==> src/rtl/ddr_rd_arbiter.sv <==
// ddr_rd_arbiter: shares the DDR burst-read port between ISA refills and the
// data-side operand loader. One whole burst is granted at a time; beats and a
// saturating beat counter go back to the owner only, and the grant is held
// until the owner drops its request.
// Build option: define ARB_FIXED_PRIO_EN to make ISA win every tie
// (default is round-robin against the last owner).
module ddr_rd_arbiter #(
   parameter int DDR_ADDR_WIDTH = 28,
   parameter int DDR_DATA_WIDTH = 32,
   parameter int ISA_WIDTH      = 30,
   parameter int LEN_WIDTH      = 10
) (
   input  logic                      clk,
   input  logic                      rst,
   input  logic                      isa_rd_req,
   input  logic [DDR_ADDR_WIDTH-1:0] isa_rd_addr,
   input  logic [LEN_WIDTH-1:0]      isa_rd_len,
   output logic [ISA_WIDTH-1:0]      isa_rd_data,
   output logic                      isa_rd_valid,
   output logic [LEN_WIDTH-1:0]      isa_rd_cnt,
   input  logic                      dat_rd_req,
   input  logic [DDR_ADDR_WIDTH-1:0] dat_rd_addr,
   input  logic [LEN_WIDTH-1:0]      dat_rd_len,
   output logic [DDR_DATA_WIDTH-1:0] dat_rd_data,
   output logic                      dat_rd_valid,
   output logic [LEN_WIDTH-1:0]      dat_rd_cnt,
   output logic                      rd_burst_req,
   output logic [DDR_ADDR_WIDTH-1:0] rd_burst_addr,
   output logic [LEN_WIDTH-1:0]      rd_burst_len,
   input  logic [DDR_DATA_WIDTH-1:0] rd_burst_data,
   input  logic                      rd_burst_data_valid,
   input  logic                      rd_burst_finish,
   output logic [1:0]                owner,
   output logic                      len_err
);

   typedef enum logic [1:0] {S_IDLE, S_ISSUE, S_BURST, S_DONE} state_t;

   localparam logic [1:0] OWN_NONE = 2'd0;
   localparam logic [1:0] OWN_ISA  = 2'd1;
   localparam logic [1:0] OWN_DAT  = 2'd2;

   state_t                    state, state_nxt;
   logic                      grant_isa, grant_dat;
   logic                      beat_take, fin_take, rel_owner;
   logic                      tie_isa;
   logic                      own_req;
   logic [LEN_WIDTH-1:0]      own_cnt;
   logic [DDR_ADDR_WIDTH-1:0] sel_addr;
   logic [LEN_WIDTH-1:0]      sel_len;

   // A beat is only accepted while the owner's counter is below the burst length.
   function automatic logic beat_room(input logic [LEN_WIDTH-1:0] cnt,
                                      input logic [LEN_WIDTH-1:0] len);
      return cnt < len;
   endfunction

   // Count including a beat accepted in the finish cycle, compared against length.
   function automatic logic short_burst(input logic [LEN_WIDTH-1:0] cnt,
                                        input logic                 take,
                                        input logic [LEN_WIDTH-1:0] len);
      logic [LEN_WIDTH:0] total;
      total = {1'b0, cnt} + {{LEN_WIDTH{1'b0}}, take};
      return total < {1'b0, len};
   endfunction

   assign own_req  = (owner == OWN_ISA) ? isa_rd_req : dat_rd_req;
   assign own_cnt  = (owner == OWN_ISA) ? isa_rd_cnt : dat_rd_cnt;
   assign sel_addr = grant_isa ? isa_rd_addr : dat_rd_addr;
   assign sel_len  = grant_isa ? isa_rd_len  : dat_rd_len;

`ifdef ARB_FIXED_PRIO_EN
   assign tie_isa = 1'b1;
`else
   logic last_dat;

   assign tie_isa = last_dat;

   // Remember who was granted last so a tie goes to the other requester.
   always_ff @(posedge clk or negedge rst) begin
      if (!rst)           last_dat <= 1'b1;
      else if (grant_isa) last_dat <= 1'b0;
      else if (grant_dat) last_dat <= 1'b1;
   end
`endif

   // State register.
   always_ff @(posedge clk or negedge rst) begin
      if (!rst) state <= S_IDLE;
      else      state <= state_nxt;
   end

   // Next-state logic: arbitration in IDLE, beat/finish qualification in BURST.
   always_comb begin
      state_nxt = state;
      grant_isa = 1'b0;
      grant_dat = 1'b0;
      beat_take = 1'b0;
      fin_take  = 1'b0;
      rel_owner = 1'b0;
      case (state)
         S_IDLE: begin
            if (isa_rd_req && dat_rd_req) begin
               grant_isa = tie_isa;
               grant_dat = !tie_isa;
            end else begin
               grant_isa = isa_rd_req;
               grant_dat = dat_rd_req;
            end
            if (grant_isa)      state_nxt = (isa_rd_len == '0) ? S_DONE : S_ISSUE;
            else if (grant_dat) state_nxt = (dat_rd_len == '0) ? S_DONE : S_ISSUE;
         end
         S_ISSUE: state_nxt = S_BURST;
         S_BURST: begin
            beat_take = rd_burst_data_valid && beat_room(own_cnt, rd_burst_len);
            if (rd_burst_finish) begin
               fin_take  = 1'b1;
               state_nxt = S_DONE;
            end
         end
         S_DONE: begin
            if (!own_req) begin
               rel_owner = 1'b1;
               state_nxt = S_IDLE;
            end
         end
         default: state_nxt = S_IDLE;
      endcase
   end

   // Grant latching, beat routing to the owner, counters and the error flag.
   always_ff @(posedge clk or negedge rst) begin
      if (!rst) begin
         owner         <= OWN_NONE;
         rd_burst_req  <= 1'b0;
         rd_burst_addr <= '0;
         rd_burst_len  <= '0;
         isa_rd_data   <= '0;
         isa_rd_valid  <= 1'b0;
         isa_rd_cnt    <= '0;
         dat_rd_data   <= '0;
         dat_rd_valid  <= 1'b0;
         dat_rd_cnt    <= '0;
         len_err       <= 1'b0;
      end else begin
         isa_rd_valid <= 1'b0;
         dat_rd_valid <= 1'b0;
         if (grant_isa || grant_dat) begin
            rd_burst_addr <= sel_addr;
            rd_burst_len  <= sel_len;
            rd_burst_req  <= (sel_len != '0);
            owner         <= grant_isa ? OWN_ISA : OWN_DAT;
            if (grant_isa) isa_rd_cnt <= '0;
            else           dat_rd_cnt <= '0;
         end
         if (beat_take) begin
            if (owner == OWN_ISA) begin
               isa_rd_data  <= rd_burst_data[ISA_WIDTH-1:0];
               isa_rd_valid <= 1'b1;
               isa_rd_cnt   <= isa_rd_cnt + 1'b1;
            end else begin
               dat_rd_data  <= rd_burst_data;
               dat_rd_valid <= 1'b1;
               dat_rd_cnt   <= dat_rd_cnt + 1'b1;
            end
         end
         if (fin_take) begin
            rd_burst_req <= 1'b0;
            if (short_burst(own_cnt, beat_take, rd_burst_len)) len_err <= 1'b1;
         end
         if (rel_owner) owner <= OWN_NONE;
      end
   end

endmodule

==> config.mk <==
export PLATFORM = sky130hd
export DESIGN_NAME = ddr_rd_arbiter
export DESIGN_NICKNAME = d
export VERILOG_FILES = /design/src/rtl/ddr_rd_arbiter.sv
export SDC_FILE = /design/constraint.sdc
export NUM_CORES = 1
export LEC_CHECK = 0
export ABC_AREA = 1
export CORE_ASPECT_RATIO = 0.7
export CORE_MARGIN = 1.5
export CORE_UTILIZATION = 46
export CTS_CLUSTER_SIZE = 28
export DETAILED_ROUTE_END_ITERATION = 7
export HOLD_SLACK_MARGIN = 0.08
export PLACE_DENSITY = 0.81
export SLEW_MARGIN = 10
export SYNTH_ARGS = -nofsm -noshare
export SYNTH_HDL_FRONTEND = slang
export SYNTH_SLANG_ARGS = --single-unit
==> constraint.sdc <==
create_clock -name clk -period 4.8 [get_ports clk]
set_input_delay 1.2 -clock clk [delete_from_list [all_inputs] [get_ports clk]]
set_output_delay 1.2 -clock clk [all_outputs]
set_load 0.1 [all_outputs]
Word-level counts from Yosys, hierarchy flattened

Cells that the tools add are included.

Flip-flop bits (word level): 129
Logic and storage cells: 82
Input port bits: 114
Output and inout port bits: 126

Order comparisons: 2
Reductions and logical operators: 15
Add/subtract/negate cells: 3
Bitwise logic cells: 1
Mux-type cells: 41
Eq/ne operators: 7

Operators with widths:

| operator                                            | number |
|---|---|
| 2-to-1 mux 10 bit                                   | 10 |
| 2-to-1 mux 28 bit                                   | 1 |
| adder 10 x 1 -> 10 bit, second input constant       | 2 |
| zero test 10 bit                                    | 2 |
| 2-to-1 mux 1 bit                                    | 20 |
| 2-to-1 mux 2 bit                                    | 9 |
| adder 10 x 1 -> 11 bit                              | 1 |
| < comparator 11 x 10 -> 1 bit                       | 1 |
| < comparator 10 bit                                 | 1 |
| nonzero test 10 bit                                 | 1 |
| case mux 2 bit (4 select lines)                     | 1 |
| AND reduction 2 bit                                 | 3 |
| nonzero test 2 bit                                  | 3 |
| equality test 2 x 1 -> 1 bit, second input constant | 2 |
| equality test 2 bit, second input constant          | 2 |
| != test 2 bit, second input constant                | 2 |
| != test 3 bit, second input constant                | 1 |
| AND reduction 3 bit                                 | 1 |
| logical AND 1 bit                                   | 2 |
| zero test 2 bit                                     | 1 |
| zero test 1 bit                                     | 1 |
| logical OR 1 bit                                    | 1 |
| NOT 1 bit                                           | 1 |

Logic depth before layout (Yosys ltp)

Gate-level depths: netlist (run 1).

Depth after elaboration: 8
Depth in mapped cells: 30
Mapped depth without buffers: 28

Worst setup path before layout (run 1)

Ideal clock, no wire load.

Path type: reg-to-reg
Start: reg owner[0]
End: reg len_err
Stages on the path, launching flop included: 26
Required time: 4,733 ps
Buffers on the path: 2
Period minus slack after synthesis: 4,361 ps
Data arrival time: 4,294 ps
Setup time: 67 ps
Path slack: 439 ps
Cells stage by stage: dfrtp_1 -> nand2_4 -> buf_2 -> o21ai_0 -> ha_1 -> nand2_1 -> inv_1 -> a221oi_2 -> nand2_2 -> inv_2 -> buf_4 -> ha_1 -> ha_1 -> inv_1 -> nor2_1 -> xor2_1 -> ha_1 -> a21oi_1 -> nor2_1 -> nor2_1 -> nand3_1 -> nand2_1 -> nand2_1 -> nand2_1 -> nand3_1 -> nand2_1

Longest elaborated chain between the ends: 8

Ends and longest elaborated chain:

| what                              | line | RTL |
|---|---|---|
| start: declaration                | 33   | `output logic [1:0] owner,` |
| start signal: assignment          | 152  | `owner <= grant_isa ? OWN_ISA : OWN_DAT;` |
| equality test 2 x 1 -> 1 bit (*)  | 68   | `assign own_cnt = (owner == OWN_ISA) ? isa_rd_cnt : dat_rd_cnt;` |
| 2-to-1 mux 10 bit (*)             | 68   |  |
| < comparator 10 bit               | 55   | `return cnt < len;` |
| logical AND 1 bit                 | 115  | `beat_take = rd_burst_data_valid && beat_room(own_cnt, rd_burst_len);` |
| 2-to-1 mux 1 bit                  | 101  | `case (state)` |
| adder 10 x 1 -> 11 bit (*)        | 63   | `total = {1'b0, cnt} + {{LEN_WIDTH{1'b0}}, take};` |
| < comparator 11 x 10 -> 1 bit (*) | 64   | `return total < {1'b0, len};` |
| AND reduction 2 bit (no line) (*) | n/a  |  |
| end signal: assignment            | 144  | `len_err <= 1'b0;` |
| end signal: assignment            | 169  | `if (short_burst(own_cnt, beat_take, rd_burst_len)) len_err <= 1'b1;` |
| end: declaration                  | 34   | `output logic len_err` |

Every way passes the cells marked *; elsewhere a longest branch is shown, timed or not.
A chain may end at the register's enable or synchronous reset.

Final worst setup path (run 1)

Ends and elaborated chain as after synthesis.

==> summary.txt, run 1 <==
Critical path
  – Data required time of the critical path: 5100 ps
  – Critical path's most frequent cell: sky130_fd_sc_hd__nand2_1
  – Capturing element type of the critical path: flop
  – Ordered cell list for the critical path: nand2_4 > nor2_1 > a21oi_1 > ha_1 > nand2_1 > inv_1 > a221oi_4 > nand2_2 > inv_2 > ha_1 > ha_1 > nand3_1 > xor2_1 > inv_1 > ha_1 > nand2_1 > nor2_1 > nand2_1 > nand3_1 > nand2_1 > nand2_1 > nand2_1 > nand3_1 > nand2_1
  – Critical path launch point type: flop
  – Worst path slowest cell: sky130_fd_sc_hd__dfrtp_1
  – Crit Path Max Fanout: 31
  – Peak per-stage delay on the critical path: 450 ps
  – CP Data Arrival Time: 4450 ps
  – Setup Crit Path Kind: flop to flop

Clocking
  – Clock latency of the later-clocked register in the worst-skew pair: 420 ps
  – Root buffer selected by CTS: sky130_fd_sc_hd__clkbuf_16
  – Clock transition at the register clock pins on the worst setup and hold paths after CTS: 60 ps
  – Number of resized instances in the post-cts repair step: 0
  – Buffers from clock root to sink, at most: 2
  – CTS Hold Bufs: 0
  – Level count of the clock H-tree: 4
  – Clock sink count: 129
  – Post-CTS repair timing setup buffer count: 0
  – Number of buffers added by the clock tree synthesis step: 17
  – TritonCTS clock tree: done

Floorplanning
  – Placement Rows: 37
  – Top-level port count: 240
  – Overall die area: 16300 um^2
  – Horizontal die dimension: 152 um
  – Starting density of the core: 47.8%
  – Area of the core: 14900 um^2
  – Vertical die dimension: 107 um

STA
  – Relative slew slack: 29.1%
  – Final-report max-slew violation count: 0
  – Setup_tns: 0 ps
  – Clk_skew: 9.60 ps
  – Min Clock Period, post-route: 4150 ps
  – Final setup fails: 0
  – Min setup slack post-route: 650 ps
  – Actual slew at the worst max-slew pin: 1060 ps
  – Hold Fails Final Rpt: 0
  – Unrepaired setup endpoints after global routing: no
  – Max Clk Rate: 0.241 GHz
  – Post-route clock period utilization: 86.5%

Synth
  – Sequential share of the synthesized area: 45.3%
  – Gate Count Post-Synth: 928
  – Yosys synthesis warning count: 0
  – Synthesized cell area: 7130 um^2
  – Seq cells post-synth: 129
  – Average size of a mapped cell: 7.68 um^2
  – Leading post-synthesis cells by cell area: sky130_fd_sc_hd__dfrtp_1 (45%), sky130_fd_sc_hd__nand2_1 (17%), sky130_fd_sc_hd__nand4_1 (5.8%), sky130_fd_sc_hd__o21ai_0 (4.8%), sky130_fd_sc_hd__ha_1 (4.4%)
  – Unique cell type count in the Yosys netlist: 33
  – Largest area contributor in the synthesized netlist: sky130_fd_sc_hd__dfrtp_1
  – Proportion of netlist area held by the largest area contributor: 44.9%
  – Number of nets produced by synthesis: 1067

Job
  – MaxCap Viol Count: 0

Min path
  – Class of the tightest hold or removal check: flop to flop

Routing
  – Routed wire length: 21800 um
  – Mean routed wirelength per cell: 16.1 um
  – Post-route antenna net violation count: 0
  – Via density: 5.25
  – Number of violations reported at the end of detailed-routing iteration 0: 704
  – Number of DRC violations after detailed routing: 0
  – Drt first pass iters: 5
  – Via count: 7084

Global routing
  – Number of global-route vias before repair: 6727
  – Initial antenna violation count: 0
  – Overall global routing resource usage: 27.5%
  – GRT Residual Overflow: 0
  – Global-route wire length before repair: 35000 um
  – Maximum number of pins on one net before global-route repair: 75

Placement
  – Routability congestion estimate: 0.883
  – Placed cell area: 9540 um^2
  – Detailed placement HPWL: 15000 um
  – Worst setup timing slack at the placement stage: 680 ps
  – Number of input and output port buffers inserted: 239

Cells and area
  – Combined area of the multi-input logic cells: 3310 um^2
  – Synth-to-layout area growth: 43.0%
  – Fraction of layout cells with a size suffix above 1: 5.28%
  – Fillers: 1179
  – Storage element area: 3230 um^2
  – Number of nets in the final layout: 1281
  – Diode insertion count for antenna repair: 0
  – Post-Layout Inst Area: 10200 um^2

Run status
  – Outcome: completed
==> per-stage QoR <==
stage                     std cells  util, %  hold slack [ps]
final                          1350     68.4              473
after global routing           1350     68.4              487
after CTS                      1350     68.4              474
after detailed placement       1318     64.0              458
after global placement         1318     64.0              454
after floorplan                 928        -              483
==> cells in the final DEF (no fill, tap or decap), drive strengths merged, types with 12 or more instances in the layout <==
master	count
ha	25
nand2	327
o21ai	79
clkdlybuf4s50	238
clkbuf	18
xor2	12
inv	79
a21oi	41
dfrtp	128
nor2	63
nand3	26
nand4	66
==> synth_stat cells <==
library cell	n
sky130_fd_sc_hd__inv_1	72
sky130_fd_sc_hd__buf_4	8
sky130_fd_sc_hd__xor2_1	12
sky130_fd_sc_hd__nand3_4	2
sky130_fd_sc_hd__o21ai_2	2
sky130_fd_sc_hd__nor2_2	2
sky130_fd_sc_hd__nand2_4	1
sky130_fd_sc_hd__nand2_2	2
sky130_fd_sc_hd__a221oi_2	1
sky130_fd_sc_hd__mux2i_1	2
sky130_fd_sc_hd__or2_2	5
sky130_fd_sc_hd__nor2_1	61
sky130_fd_sc_hd__a31oi_1	1
sky130_fd_sc_hd__buf_6	8
sky130_fd_sc_hd__xnor2_1	3
sky130_fd_sc_hd__inv_2	3
sky130_fd_sc_hd__dfstp_2	1
sky130_fd_sc_hd__buf_2	26
sky130_fd_sc_hd__dfrtp_1	128
sky130_fd_sc_hd__nor3_1	9
sky130_fd_sc_hd__o21a_1	4
sky130_fd_sc_hd__a21oi_1	41
sky130_fd_sc_hd__nand4_1	66
sky130_fd_sc_hd__o21ai_1	8
sky130_fd_sc_hd__o21ai_0	69
sky130_fd_sc_hd__clkbuf_1	11
sky130_fd_sc_hd__a21boi_0	1
sky130_fd_sc_hd__nor4_1	4
sky130_fd_sc_hd__nand2_1	324
sky130_fd_sc_hd__nand3_1	24
sky130_fd_sc_hd__o211ai_1	1
sky130_fd_sc_hd__ha_1	25
sky130_fd_sc_hd__nand3b_1	1
==> logic make-up (layout without fill, tap and decap cells) <==
logic type	after synthesis	in the layout	synth area share [%]
simple gates	501	501	30.3
flops	129	129	45.3
mux	2	2	0.281
buf+inv	128	355	8.46
compound gates	128	128	9.46
fa+ha+maj	25	25	4.39
xor+xnor	15	15	1.84
==> registers in the layout, summed over array words and instances (netlist names), 2 cells and up <==
name,flops
rd_burst_len,10
owner,2
isa_rd_cnt,10
dat_rd_cnt,10
dat_rd_data,32
rd_burst_addr,28
state,2
isa_rd_data,30
==> routing by layer <==
metal  wire length (um)  GRT usage [%]  part of all wire [%]
met5                  0              0                     0
met4                238           6.52                   1.1
met1              10100           41.0                    46
met2               9950           40.9                    46
met3               1510           5.23                   6.9
==> final timing paths <==
| kind | depth (start not counted) | slack (ps) | startpoint | endpoint |
|---|---|---|---|---|
| setup / recovery | 24 | 650 | owner[0] | len_err |
| hold / removal | 2 | 470 | isa_rd_data[24] | isa_rd_data[24] |
| setup reg to reg | 24 | 650 | owner[0] | len_err |
| hold reg to reg | 2 | 470 | isa_rd_data[24] | isa_rd_data[24] |
| max in group asynchronous | 2 | 3090 | rst | last_dat |
| min in group asynchronous | 1 | 850 | rst | rd_burst_addr[3] |
==> layout make-up <==
| class | instances | area share, % |
|---|---|---|
| clock buffer | 18 | 4.21 |
| clock inverter | 14 | 2.23 |
| inverter | 75 | 2.76 |
| multi-input combinational | 671 | 32.5 |
| sequential | 129 | 31.7 |
| tap | 195 | 2.39 |
| timing repair buffer | 248 | 24.2 |
==> worst max-delay path: cells and delay by family (launching register included) <==
kind | cells | cell delay [ps]
buffers and inverters | 3 | 390
flip-flops | 1 | 450
adder cells (fa/ha/maj) | 4 | 1110
AND/OR/NAND/NOR | 14 | 1310
AO/OA/AOI/OAI | 2 | 630
XOR/XNOR | 1 | 150
Power of run 1 is left out: the tool's default activity adds up to more than one toggle a clock period on the data nets, which glitch-free logic cannot reach.
==> run 2: changes to the inputs <==
--- a/config.mk
+++ b/config.mk
@@ -7,5 +7,4 @@
 export LEC_CHECK = 0
 export ABC_AREA = 1
-export CORE_ASPECT_RATIO = 0.7
 export CORE_MARGIN = 1.5
 export CORE_UTILIZATION = 46
==> constraint.sdc (replaced) <==
create_clock -name clk -period 4.8 [get_ports clk]
set_input_delay 1.44 -clock clk [delete_from_list [all_inputs] [get_ports clk]]
set_output_delay 1.44 -clock clk [all_outputs]
set_load 0.1 [all_outputs]
==> summary.txt, run 2 (synthesized netlist as in run 1, its figures left out) <==
Floorplanning
  – Vertical die dimension: 127 um (was 107 um)
  – Placement Rows: 45 (was 37)
  – Area of the core: 15100 um^2 (was 14900 um^2)
  – Horizontal die dimension: 127 um (was 152 um)
  – Starting density of the core: 47.1% (was 47.8%)
  – Overall die area: 16300 um^2 (about the same)
  – Top-level port count: 240 (unchanged)

Global routing
  – Global-route wire length before repair: 33000 um (was 35000 um)
  – Initial antenna violation count: 0 (unchanged)
  – Maximum number of pins on one net before global-route repair: 130 (was 75)
  – Overall global routing resource usage: 25.7% (was 27.5%)
  – GRT Residual Overflow: 0 (unchanged)
  – Number of global-route vias before repair: 6609 (was 6727)

Critical path
  – Critical path launch point type: flop (unchanged)
  – Worst path slowest cell: sky130_fd_sc_hd__dfrtp_1 (unchanged)
  – Data required time of the critical path: 5150 ps (was 5100 ps)
  – Capturing element type of the critical path: flop (unchanged)
  – CP Data Arrival Time: 4600 ps (was 4450 ps)
  – Ordered cell list for the critical path: nand2_4 > clkinv_1 > o21ai_1 > ha_1 > inv_1 > nor2_1 > a221oi_4 > nand2_2 > inv_2 > ha_1 > ha_1 > inv_1 > nor2_1 > xor2_1 > ha_1 > a21oi_1 > nor2_1 > nor2_1 > nand3_1 > nand2_1 > nand2_1 > nand2_1 > nand3_1 > nand2_1 (was nand2_4 > nor2_1 > a21oi_1 > ha_1 > nand2_1 > inv_1 > a221oi_4 > nand2_2 > inv_2 > ha_1 > ha_1 > nand3_1 > xor2_1 > inv_1 > ha_1 > nand2_1 > nor2_1 > nand2_1 > nand3_1 > nand2_1 > nand2_1 > nand2_1 > nand3_1 > nand2_1)
  – Peak per-stage delay on the critical path: 420 ps (was 450 ps)
  – CP Buf/Inv Count: 4 (was 3)
  – Crit Path Max Fanout: 40 (was 31)
  – Dominant delay contributor by cell family on the critical path: simple AND/OR/NAND/NOR gates (unchanged)
  – Setup Crit Path Kind: flop to flop (unchanged)

STA
  – Final-report max-slew violation count: 0 (unchanged)
  – Clk_skew: 5.97 ps (was 9.60 ps)
  – Max Clk Rate: 0.235 GHz (was 0.241 GHz)
  – Setup_tns: 0 ps (unchanged)
  – Hold Fails Final Rpt: 0 (unchanged)
  – Actual slew at the worst max-slew pin: 1050 ps (was 1060 ps)
  – Relative slew slack: 30.1% (was 29.1%)
  – Post-route clock period utilization: 88.5% (was 86.5%)
  – Unrepaired setup endpoints after global routing: no (unchanged)
  – Min Clock Period, post-route: 4250 ps (was 4150 ps)
  – Final setup fails: 0 (unchanged)

Clocking
  – Number of resized instances in the post-cts repair step: 0 (unchanged)
  – CTS Hold Bufs: 0 (unchanged)
  – TritonCTS clock tree: done (unchanged)
  – Number of buffers added by the clock tree synthesis step: 17 (unchanged)
  – Clock latency of the later-clocked register in the worst-skew pair: 410 ps (was 420 ps)
  – Level count of the clock H-tree: 4 (unchanged)
  – Clock sink count: 129 (unchanged)
  – Buffers from clock root to sink, at most: 2 (unchanged)
  – Post-CTS repair timing setup buffer count: 0 (unchanged)
  – Root buffer selected by CTS: sky130_fd_sc_hd__clkbuf_16 (unchanged)
  – Clock transition at the register clock pins on the worst setup and hold paths after CTS: 60 ps (about the same)

Placement
  – Number of input and output port buffers inserted: 239 (unchanged)
  – Routability congestion estimate: 0.837 (was 0.883)
  – Detailed placement HPWL: 14100 um (was 15000 um)

Cells and area
  – Commonest non-fill, non-tap cell in the layout: sky130_fd_sc_hd__nand2_1 (unchanged)
  – Registers with the highest flip-flop counts: dat_rd_data x32, isa_rd_data x30, rd_burst_addr x28 (unchanged)
  – Fraction of layout cells with a size suffix above 1: 5.37% (was 5.28%)
  – Highest-count cells in the layout ignoring fill and taps: sky130_fd_sc_hd__nand2_1 (324), sky130_fd_sc_hd__clkdlybuf4s50_1 (238), sky130_fd_sc_hd__dfrtp_1 (128), sky130_fd_sc_hd__inv_1 (71), sky130_fd_sc_hd__o21ai_0 (69) (was sky130_fd_sc_hd__nand2_1 (324), sky130_fd_sc_hd__clkdlybuf4s50_1 (238), sky130_fd_sc_hd__dfrtp_1 (128), sky130_fd_sc_hd__inv_1 (72), sky130_fd_sc_hd__o21ai_0 (69))
  – Diode insertion count for antenna repair: 0 (unchanged)
  – Register containing the most flip-flops in the final layout: dat_rd_data (unchanged)
  – Number of flip-flops under the largest register name: 32 (unchanged)
  – Number of nets in the final layout: 1282 (was 1281)
  – Synth-to-layout area growth: 42.1% (was 43.0%)

Routing
  – Number of DRC violations after detailed routing: 0 (unchanged)
  – Via count: 7026 (was 7084)
  – Routed wire length: 20200 um (was 21800 um)
  – Mean routed wirelength per cell: 15.1 um (was 16.1 um)
  – Post-route antenna net violation count: 0 (unchanged)
  – Via density: 5.23 (was 5.25)
  – Drt first pass iters: 5 (unchanged)
  – Number of violations reported at the end of detailed-routing iteration 0: 454 (was 704)

Job
  – MaxCap Viol Count: 0 (unchanged)

Min path
  – Class of the tightest hold or removal check: flop to flop (unchanged)

Run status
  – Outcome: completed (unchanged)
-- run 2: path summary, 6_finish.rpt --
| path | startpoint | to | slack, ps | depth (start not counted) |
|---|---|---|---|---|
| worst max-delay path | owner[0] | len_err | 550 | 24 |
| worst min-delay path | dat_rd_data[3] | dat_rd_data[3] | 470 | 2 |
| worst max register to register | owner[0] | len_err | 550 | 24 |
| worst min register to register | dat_rd_data[3] | dat_rd_data[3] | 470 | 2 |
| max in group asynchronous | rst | rd_burst_addr[23] | 3150 | 2 |
| min in group asynchronous | rst | dat_rd_valid | 1130 | 2 |
-- run 2: tightest hold or removal path: cells and delay by family (launching register included) --
kind	cells	cell delay, ps
simple gates	2	100
flops	1	340
-- run 2: cell type report --
type | instances | area (um^2)
clock inverter | 11 | 129
fill | 1263 | 5010
inverter | 75 | 282
sequential | 129 | 3230
clock buffer | 20 | 467
timing repair buffer | 249 | 2480
tap | 188 | 235
multi-input combinational | 671 | 3310
-- run 2: per-layer routing --
layer | vias to the layer above | wire length, um | track usage (%)
met5 | - | 0 | 0
met4 | 0 | 348 | 8.89
met3 | 27 | 1730 | 6.41
met2 | 295 | 9660 | 41.7
met1 | 3235 | 8510 | 33.5
li1 | 3469 | - | -
-- run 2: metrics by stage --
| stage | hold WS [ps] | worst slack, ps | std cells | util, % | area (um^2) |
|---|---|---|---|---|---|
| 6_report | 468 | 552 | 1343 | 66.9 | 10100 |
| 5_1_grt | 477 | 110 | 1343 | 66.9 | 10100 |
| 4_1_cts | 472 | 571 | 1343 | 66.9 | 10100 |
| 3_5_place_dp | 458 | 370 | 1312 | 63.0 | 9540 |
| 3_3_place_gp | 453 | 424 | 1312 | 63.0 | 9540 |
| 2_1_floorplan | 483 | 439 | 928 | - | 7130 |
Power of run 2 is left out for the same reason.
